<file path="config.mk">
export PLATFORM = sky130hd
export DESIGN_NAME = shift_op_scheduler
export DESIGN_NICKNAME = d
export VERILOG_FILES = /design/src/rtl/shift_sched_pkg.sv /design/src/rtl/shift_op_scheduler_prescaler.sv /design/src/rtl/shift_op_scheduler.sv
export SDC_FILE = /design/constraint.sdc
export NUM_CORES = 1
export LEC_CHECK = 0
export CORE_AREA = 5 5 91 93
export DETAILED_ROUTE_END_ITERATION = 8
export DIE_AREA = 0 0 96 98
export PLACE_DENSITY = 0.84
export SETUP_SLACK_MARGIN = 0.5
export SYNTH_ARGS = -nofsm -noshare
export SYNTH_HDL_FRONTEND = slang
export SYNTH_SLANG_ARGS = --single-unit
export TNS_END_PERCENT = 10
</file>
<file path="constraint.sdc">
create_clock -name clk -period 3.5 [get_ports clk]
set_input_delay 0.7 -clock clk [delete_from_list [all_inputs] [get_ports clk]]
set_output_delay 0.7 -clock clk [all_outputs]
set_load 0.01 [all_outputs]
</file>
<file path="src/rtl/shift_sched_pkg.sv">
// Shared definitions for the shift/rotate operation scheduler: state encoding
// and packed command field layout.
package shift_sched_pkg;

  typedef enum logic [2:0] {
    S_IDLE      = 3'd0,
    S_LOAD      = 3'd1,
    S_STEP      = 3'd2,
    S_WAIT_TICK = 3'd3,
    S_DONE      = 3'd4
  } state_t;

  // Command is {auto, load, rotate, left, amt}. Flag positions are offsets
  // above the amt field, so the absolute bit is AMT_W + CMD_xxx.
  localparam int CMD_AMT_LSB = 0;
  localparam int CMD_LEFT    = 0;
  localparam int CMD_ROT     = 1;
  localparam int CMD_LOAD    = 2;
  localparam int CMD_AUTO    = 3;
  localparam int CMD_FLAGS   = 4;

  localparam int AMT_W_DFLT  = 4;
  localparam int CMD_W       = CMD_FLAGS + AMT_W_DFLT;

  function automatic int cmd_w(input int amt_w);
    return CMD_FLAGS + amt_w;
  endfunction

endpackage

</file>
<file path="src/rtl/shift_op_scheduler_prescaler.sv">
// Auto-mode burst prescaler: while enabled, emits a one-cycle tick after
// TICK_DIV-1 enabled cycles, then restarts from zero.
module tick_prescaler #(
  parameter int TICK_DIV = 50000000
) (
  input  logic clk,
  input  logic rst_n,
  input  logic en,
  input  logic clr,
  output logic tick
);

  localparam int CW = (TICK_DIV > 2) ? $clog2(TICK_DIV) : 1;
  localparam logic [CW-1:0] LAST = CW'(TICK_DIV - 2);

  logic [CW-1:0] cnt;

  assign tick = en && (cnt == LAST);

  always_ff @(posedge clk or negedge rst_n) begin
    if (!rst_n) begin
      cnt <= '0;
    end else if (clr || tick) begin
      cnt <= '0;
    end else if (en) begin
      cnt <= cnt + CW'(1);
    end
  end

endmodule

</file>
<file path="src/rtl/shift_op_scheduler.sv">
// Two-requester arbiter and sequencer for the shared shift/rotate datapath.
// Define SHIFT_SCHED_FIXED_PRIO_EN for fixed priority (requester 0 wins).
module shift_op_scheduler
  import shift_sched_pkg::*;
#(
  parameter int DATA_W   = 16,
  parameter int AMT_W    = 4,
  parameter int TICK_DIV = 50000000
) (
  input  logic                  clk,
  input  logic                  rst_n,
  input  logic [1:0]            req,
  input  logic [AMT_W+3:0]      cmd0,
  input  logic [AMT_W+3:0]      cmd1,
  input  logic [DATA_W-1:0]     ld_val0,
  input  logic [DATA_W-1:0]     ld_val1,
  output logic [1:0]            gnt,
  output logic                  op_sel,
  output logic                  op_load,
  output logic [DATA_W-1:0]     op_data,
  output logic                  step_en,
  output logic                  op_rotate,
  output logic                  op_left,
  output logic                  busy,
  output logic                  done
);

  localparam int CW = cmd_w(AMT_W);

  state_t            state;
  logic              lat_auto;
  logic [AMT_W-1:0]  lat_amt;
  logic [AMT_W-1:0]  cnt;
  logic [DATA_W-1:0] lat_val;
  logic              pick;
  logic [CW-1:0]     pick_cmd;
  logic [DATA_W-1:0] pick_val;
  logic              owner_req;
  logic              pre_en;
  logic              pre_clr;
  logic              tick;
`ifndef SHIFT_SCHED_FIXED_PRIO_EN
  logic              ptr;
`endif

  always_comb begin
`ifdef SHIFT_SCHED_FIXED_PRIO_EN
    pick = ~req[0];
`else
    pick = req[ptr] ? ptr : ~ptr;
`endif
    pick_cmd  = pick ? cmd1 : cmd0;
    pick_val  = pick ? ld_val1 : ld_val0;
    owner_req = req[op_sel];
    pre_en    = (state == S_WAIT_TICK);
    pre_clr   = !pre_en || !owner_req;
  end

  tick_prescaler #(.TICK_DIV(TICK_DIV)) u_prescaler (
    .clk   (clk),
    .rst_n (rst_n),
    .en    (pre_en),
    .clr   (pre_clr),
    .tick  (tick)
  );

  // Outputs are registered; each state describes what happens at its exit edge.
  always_ff @(posedge clk or negedge rst_n) begin
    if (!rst_n) begin
      state     <= S_IDLE;
      gnt       <= '0;
      op_sel    <= 1'b0;
      op_load   <= 1'b0;
      op_data   <= '0;
      step_en   <= 1'b0;
      op_rotate <= 1'b0;
      op_left   <= 1'b0;
      busy      <= 1'b0;
      done      <= 1'b0;
      lat_auto  <= 1'b0;
      lat_amt   <= '0;
      lat_val   <= '0;
      cnt       <= '0;
`ifndef SHIFT_SCHED_FIXED_PRIO_EN
      ptr       <= 1'b0;
`endif
    end else begin
      gnt     <= '0;
      op_load <= 1'b0;
      step_en <= 1'b0;
      done    <= 1'b0;
      case (state)
        S_IDLE: begin
          if (req != 2'b00) begin
            gnt       <= pick ? 2'b10 : 2'b01;
            op_sel    <= pick;
            op_rotate <= pick_cmd[AMT_W+CMD_ROT];
            op_left   <= pick_cmd[AMT_W+CMD_LEFT];
            lat_auto  <= pick_cmd[AMT_W+CMD_AUTO];
            lat_amt   <= pick_cmd[CMD_AMT_LSB +: AMT_W];
            cnt       <= pick_cmd[CMD_AMT_LSB +: AMT_W];
            lat_val   <= pick_val;
            busy      <= 1'b1;
            state     <= pick_cmd[AMT_W+CMD_LOAD] ? S_LOAD : S_STEP;
          end
        end
        S_LOAD: begin
          op_load <= 1'b1;
          op_data <= lat_val;
          state   <= S_STEP;
        end
        S_STEP: begin
          // An auto burst leaves on its last step so the idle gap is exactly TICK_DIV-1.
          if (cnt != '0) begin
            step_en <= 1'b1;
            cnt     <= cnt - AMT_W'(1);
            if (cnt == AMT_W'(1) && lat_auto && owner_req) state <= S_WAIT_TICK;
          end else if (lat_auto && owner_req) begin
            state <= S_WAIT_TICK;
          end else begin
            done  <= 1'b1;
            state <= S_DONE;
`ifndef SHIFT_SCHED_FIXED_PRIO_EN
            ptr   <= ~op_sel;
`endif
          end
        end
        S_WAIT_TICK: begin
          if (!owner_req) begin
            done  <= 1'b1;
            state <= S_DONE;
`ifndef SHIFT_SCHED_FIXED_PRIO_EN
            ptr   <= ~op_sel;
`endif
          end else if (tick) begin
            cnt   <= lat_amt;
            state <= S_STEP;
          end
        end
        S_DONE: begin
          busy  <= 1'b0;
          state <= S_IDLE;
        end
        default: state <= S_IDLE;
      endcase
    end
  end

endmodule
</file>
### Word level (Yosys, flattened, before mapping)

Index checks and enable logic that the tools add are counted.

| word-level totals | value |
|---|---|
| flip-flop bits (word level) | 80 |
| input port bits | 52 |
| logic and storage cells | 95 |

| cells by class | value |
|---|---|
| add/sub/neg operators | 2 |
| magnitude comparators | 2 |
| bitwise logic cells | 2 |
| eq/ne operators | 15 |
| reduce and logical (&&, ||, !) cells | 20 |
| muxes and demuxes | 38 |

Operator list:

| kind | count |
|---|---|
| 2-to-1 mux 26 bit | 2 |
| adder 26 x 1 -> 26 bit, second input constant | 1 |
| == test 26 bit, second input constant | 1 |
| 2-to-1 mux 3 bit | 6 |
| 2-to-1 mux 16 bit | 1 |
| 2-to-1 mux 4 bit | 4 |
| 2-to-1 mux 1 bit | 15 |
| inequality test 2 bit, second input constant | 7 |
| case mux 3 bit (4 select lines) | 1 |
| case mux 4 bit (3 select lines) | 1 |
| 2-to-1 mux 2 bit | 4 |
| 2-to-1 mux 8 bit | 1 |
| nonzero test 2 bit | 4 |
| == test 3 x 2 -> 1 bit, second input constant | 2 |
| inequality test 3 bit, second input constant | 2 |
| case mux 1 bit (2 select lines) | 3 |
| AND reduction 5 bit | 1 |
| == test 4 x 1 -> 1 bit, second input constant | 1 |
| logical AND 1 bit | 4 |
| < comparator 1 x 2 -> 1 bit, second input constant | 2 |
| AND reduction 2 bit | 2 |
| AND reduction 4 bit | 1 |
| nonzero test 4 bit | 1 |
| subtractor 4 x 1 -> 4 bit, second input constant | 1 |
| other kinds (8) | 11 |

### Logic depth before layout (Yosys ltp)

| depth | value |
|---|---|
| depth in word-level cells | 7 |
| depth in mapped cells | 8 |
| depth with buffers taken out | 7 |

### By module

From an unflattened synthesis, not the netlist that was laid out.

| second synthesis, totals | value |
|---|---|
| cell total of the unflattened synthesis | 376 |
| area total of the unflattened synthesis | 3952.5 µm² |

Modules (own cells, without submodules):

| module | area an instance (µm²) | seq. area each (µm²) | times used | cells each |
|---|---|---|---|---|
| shift_op_scheduler | 2526.2 | 1351.3 | 1 | 225 |
| tick_prescaler | 1426.4 | 650.6 | 1 | 151 |

### Worst setup path after synthesis

No wires, ideal clock.

| timing | value |
|---|---|
| kind | input to register |
| start | input port req[1] |
| end | register cnt[2] |
| setup time | 0.128 ns |
| cell stages on the path | 5 |
| data arrival time | 1.794 ns |
| path slack | 1.579 ns |
| buffers on the path | 0 |
| cell sequence | mux2_2 -> nand3_1 -> nor4_2 -> o31ai_2 -> mux2_1 |

| between the ends | value |
|---|---|
| word-level cells in the longest chain between the ends | 6 |
| elaborated cells between the ends (all ways) | 12 |
| those cells by class | 2 x eq/ne; 8 x mux; 2 x reduce/logical |

RTL lines:

| element | line | RTL |
|---|---|---|
| start: declaration | shift_op_scheduler.sv:12 | `input logic [1:0] req,` |
| 2-to-1 mux 1 bit (implied by the code) (2 in a row) | shift_op_scheduler.sv:50 | `pick = req[ptr] ? ptr : ~ptr;` |
| 2-to-1 mux 1 bit | shift_op_scheduler.sv:50 |  |
| 2-to-1 mux 8 bit | shift_op_scheduler.sv:52 | `pick_cmd = pick ? cmd1 : cmd0;` |
| 2-to-1 mux 4 bit | shift_op_scheduler.sv:94 | `if (req != 2'b00) begin` |
| case mux 4 bit (3 select lines) | shift_op_scheduler.sv:92 | `case (state)` |
| end signal: assignment | shift_op_scheduler.sv:101 | `cnt <= pick_cmd[CMD_AMT_LSB +: AMT_W];` |
| end signal: assignment | shift_op_scheduler.sv:116 | `cnt <= cnt - AMT_W'(1);` |
| end signal: assignment | shift_op_scheduler.sv:136 | `cnt <= lat_amt;` |
| end: declaration | shift_op_scheduler.sv:33 | `logic [AMT_W-1:0] cnt;` |

Parallel ways exist; a longest one is shown, timed or not. The select of a mux whose other input is x is not followed.
A chain may end at the register's enable or synchronous reset.

### Worst setup path in the final report

| timing | value |
|---|---|
| start | input port req[1] |
| end | register cnt[1] |

Same word-level chain as after synthesis.

==> results.json <==
{
  "seq_area_frac_synth_pct": 51.12,
  "final_area_um2": 4933,
  "r2r_slack_ps": 1330,
  "synthesis.nets": 422,
  "grt_first_pass_wirelength_um": 14170,
  "tightestPinTransition_ps": 992.7,
  "synth-main-ff-cell": "dfrtp_1",
  "ys_async_sr_fraction_pct": 100.0,
  "clockRootBuffer": "clkbuf_8",
  "synth_warnings": 0,
  "rsz0062_at_grt": "no",
  "grt_max_degree": 81,
  "synth-edff-count": 0,
  "boundaryPins": 77,
  "grt.total_usage_pct": 19.13,
  "synth.distinct_cells": 49,
  "first_global_vias": 2955,
  "ir_worst_vdd_mv": 0.4153,
  "setup_violations": 0,
  "cts_tree": "built",
  "antennaDiodeCount": 0,
  "fin_crit_sh_pct": 63.42,
  "crit_required_ps": 3730,
  "fp-row-count": 32,
  "final_antenna_net_count": 0,
  "setup_tns_ps": 0,
  "core_area_um2": 7447,
  "place.gp.congestion": 0.8728,
  "route.met2.wl_um": 3879,
  "critPathLaunchType": "input pin",
  "fp.dieH_um": 98,
  "clkTransAtPathRegs_ps": 90,
  "pwr-share-comb_pct": 40.5,
  "viasPerCell": 5.346,
  "finClkSkew_ps": 11.90,
  "switching_share_pct": 35.35,
  "fmax_mhz": 450.5,
  "wl_per_cell_um": 15.20,
  "intPower_w": 0.002317,
  "dr.first_iter.drc_count": 161,
  "drt-met1-wl_um": 3576,
  "cp-end-kind": "flop",
  "cts_setup_buffers": 0,
  "r2r-start": "u_prescaler.cnt[0]",
  "post_cts_resized": 0,
  "drc": 0,
  "status": "complete, no violations",
  "clock_sinks": 80,
  "slew_viol_final": 0,
  "nets": 496,
  "totalWireLength_um": 8301,
  "finalHoldViolations": 0,
  "clockPowerShare_pct": 18.4,
  "clockBufferDepth": 2,
  "pwr-share-seq_pct": 41.1,
  "dr.pass1.iters": 4,
  "path_max_fanout": 5,
  "synth_cells": 365,
  "hold_path.class": "input pin to asynchronous set/reset pin",
  "timing.slew.headroom_pct": 33.82,
  "syn_area_um2": 3916,
  "syn_area_per_cell_um2": 10.73,
  "areaGrowthSynthToFinish_pct": 25.97,
  "total_power_w": 0.003583,
  "antenna_found_initial": 0,
  "drv_cap": 0,
  "crit_path_start": "req[1]",
  "cts_htree_levels": 3,
  "placed_area_um2": 4746,
  "cts_made_buffers": 9,
  "leakagePower_nw": 2.060,
  "ctsHoldBuffers": 0,
  "drive_above_1_share_pct": 12.61,
  "ys_ff_latch": 80,
  "wl_met3_um": 689,
  "period_minus_slack_ps": 2220,
  "critPathKind": "input pin to flop",
  "cp.arrival_ps": 2450,
  "grt_overflow": 0,
  "fp.dieW_um": 96,
  "initial_core_util_pct": 52.59,
  "p_switching_w": 0.001266,
  "clock_latency_ps": 350,
  "dr.max_layer_used": "met4",
  "dr_total_vias": 2919,
  "numPortBuffers": 76,
  "hpwlAfterDp_um": 6043,
  "p_per_area_nw_per_um2": 726.3,
  "die-area_um2": 9408
}
## layer usage
metal,track usage [%],vias up
met5,0,-
met4,8.315,0
met3,7.011,16
met2,28.31,88
met1,25.04,1384
li1,-,1431
## cells in the mapped netlist (all sizes together), types with 2 or more instances
| library cell | count | area share, % |
|---|---|---|
| nor3 | 11 | 1.4 |
| xor2 | 18 | 4.0 |
| o211ai | 2 | 0.38 |
| nor2 | 61 | 5.8 |
| nand3 | 16 | 2.4 |
| and4 | 3 | 0.70 |
| a21oi | 36 | 4.6 |
| or3 | 2 | 0.45 |
| dfrtp | 80 | 51 |
| ha | 5 | 1.6 |
| nor4 | 4 | 1.3 |
| o21ai | 4 | 0.51 |
| xnor2 | 5 | 1.1 |
| clkbuf | 6 | 0.86 |
| and2 | 2 | 0.35 |
| inv | 8 | 0.77 |
| buf | 11 | 1.8 |
| nor3b | 2 | 0.64 |
| nand3b | 2 | 0.38 |
| mux2 | 22 | 6.3 |
| and3 | 6 | 0.99 |
| nand2 | 12 | 1.2 |
| nor4b | 2 | 0.83 |
| nand4 | 10 | 1.6 |
| mux2i | 25 | 6.4 |
## path summary, 6_finish.rpt
kind | endpoint | depth (start not counted)
worst max-delay path | cnt[1] | 6
worst min-delay path | lat_amt[1] | 1
worst max register to register | u_prescaler.cnt[12] | 7
worst min register to register | op_data[0] | 1
max in group asynchronous | lat_amt[3] | 1
min in group clk | op_data[0] | 1
## cell type report
type | instances | area, um2
sequential | 80 | 2002
tap | 102 | 127.6
clock buffer | 10 | 127.6
timing repair buffer | 80 | 788.3
inverter | 8 | 30.03
fill | 584 | 2514
clock inverter | 6 | 60.06
multi-input combinational | 260 | 1798
## cells in the final DEF, fill, tap and decap left out, drive strengths merged, types with 2 or more instances in the layout
cell | netlist | routed
dfrtp | 80 | 80
nand4 | 10 | 10
xnor2 | 5 | 5
and4 | 3 | 3
nor4b | 2 | 2
o21ai | 4 | 4
nor3 | 11 | 11
clkbuf | 6 | 10
nand3b | 2 | 2
inv | 8 | 8
o211ai | 2 | 2
mux2i | 25 | 25
nor2 | 61 | 61
nor4 | 4 | 4
mux2 | 22 | 22
ha | 5 | 5
or3 | 2 | 2
nand3 | 16 | 16
nor3b | 2 | 2
a21oi | 36 | 36
xor2 | 18 | 18
nand2 | 12 | 12
and2 | 2 | 2
buf | 11 | 5
clkdlybuf4s50 | 0 | 75
clkinvlp | 0 | 2
and3 | 6 | 6
clkinv | 0 | 3
## per-stage QoR
step	setup slack [ps]	hold slack (ps)	std cells	util, %
after CTS	1306	513.9	546	66.25
after global routing	1184	524.5	546	66.25
after detailed placement	930.5	491.8	530	63.73
after floorplan	1579	404.4	365	-
final	1280	480.4	546	66.25
after global placement	1009	487.1	530	63.73
## power by group through the flow
stage                     Clock, W  Combinational, W  Sequential (W)
after floorplan                  0          0.000913         0.00146
after global placement           0           0.00140         0.00146
after detailed placement         0           0.00145         0.00149
after CTS                 0.000676           0.00147         0.00147
after global routing      0.000715           0.00160         0.00152
final                     0.000658           0.00145         0.00147
## critical path, stage by stage
cell and delay (ps):
clkdlybuf4s50_1 470, mux2_2 340, nand3_1 120, nor4_2 70, o31ai_2 370, mux2_1 370
## registers in the layout, indices dropped and copies added (netlist names), 2 cells and up
signal / count
op_data: 16
lat_amt: 4
gnt: 2
state: 3
u_prescaler.cnt: 26
cnt: 4
lat_val: 16
## kinds of logic after synthesis
kind of cell	count (synthesis)	synth area share [%]
compound gates	48	7.093
xor+xnor	23	5.144
fa+ha+maj	5	1.597
flops	80	51.12
buf+inv	25	3.418
mux	47	12.72
simple gates	137	18.91
Note: power is estimated with default switching activity, not from simulation.
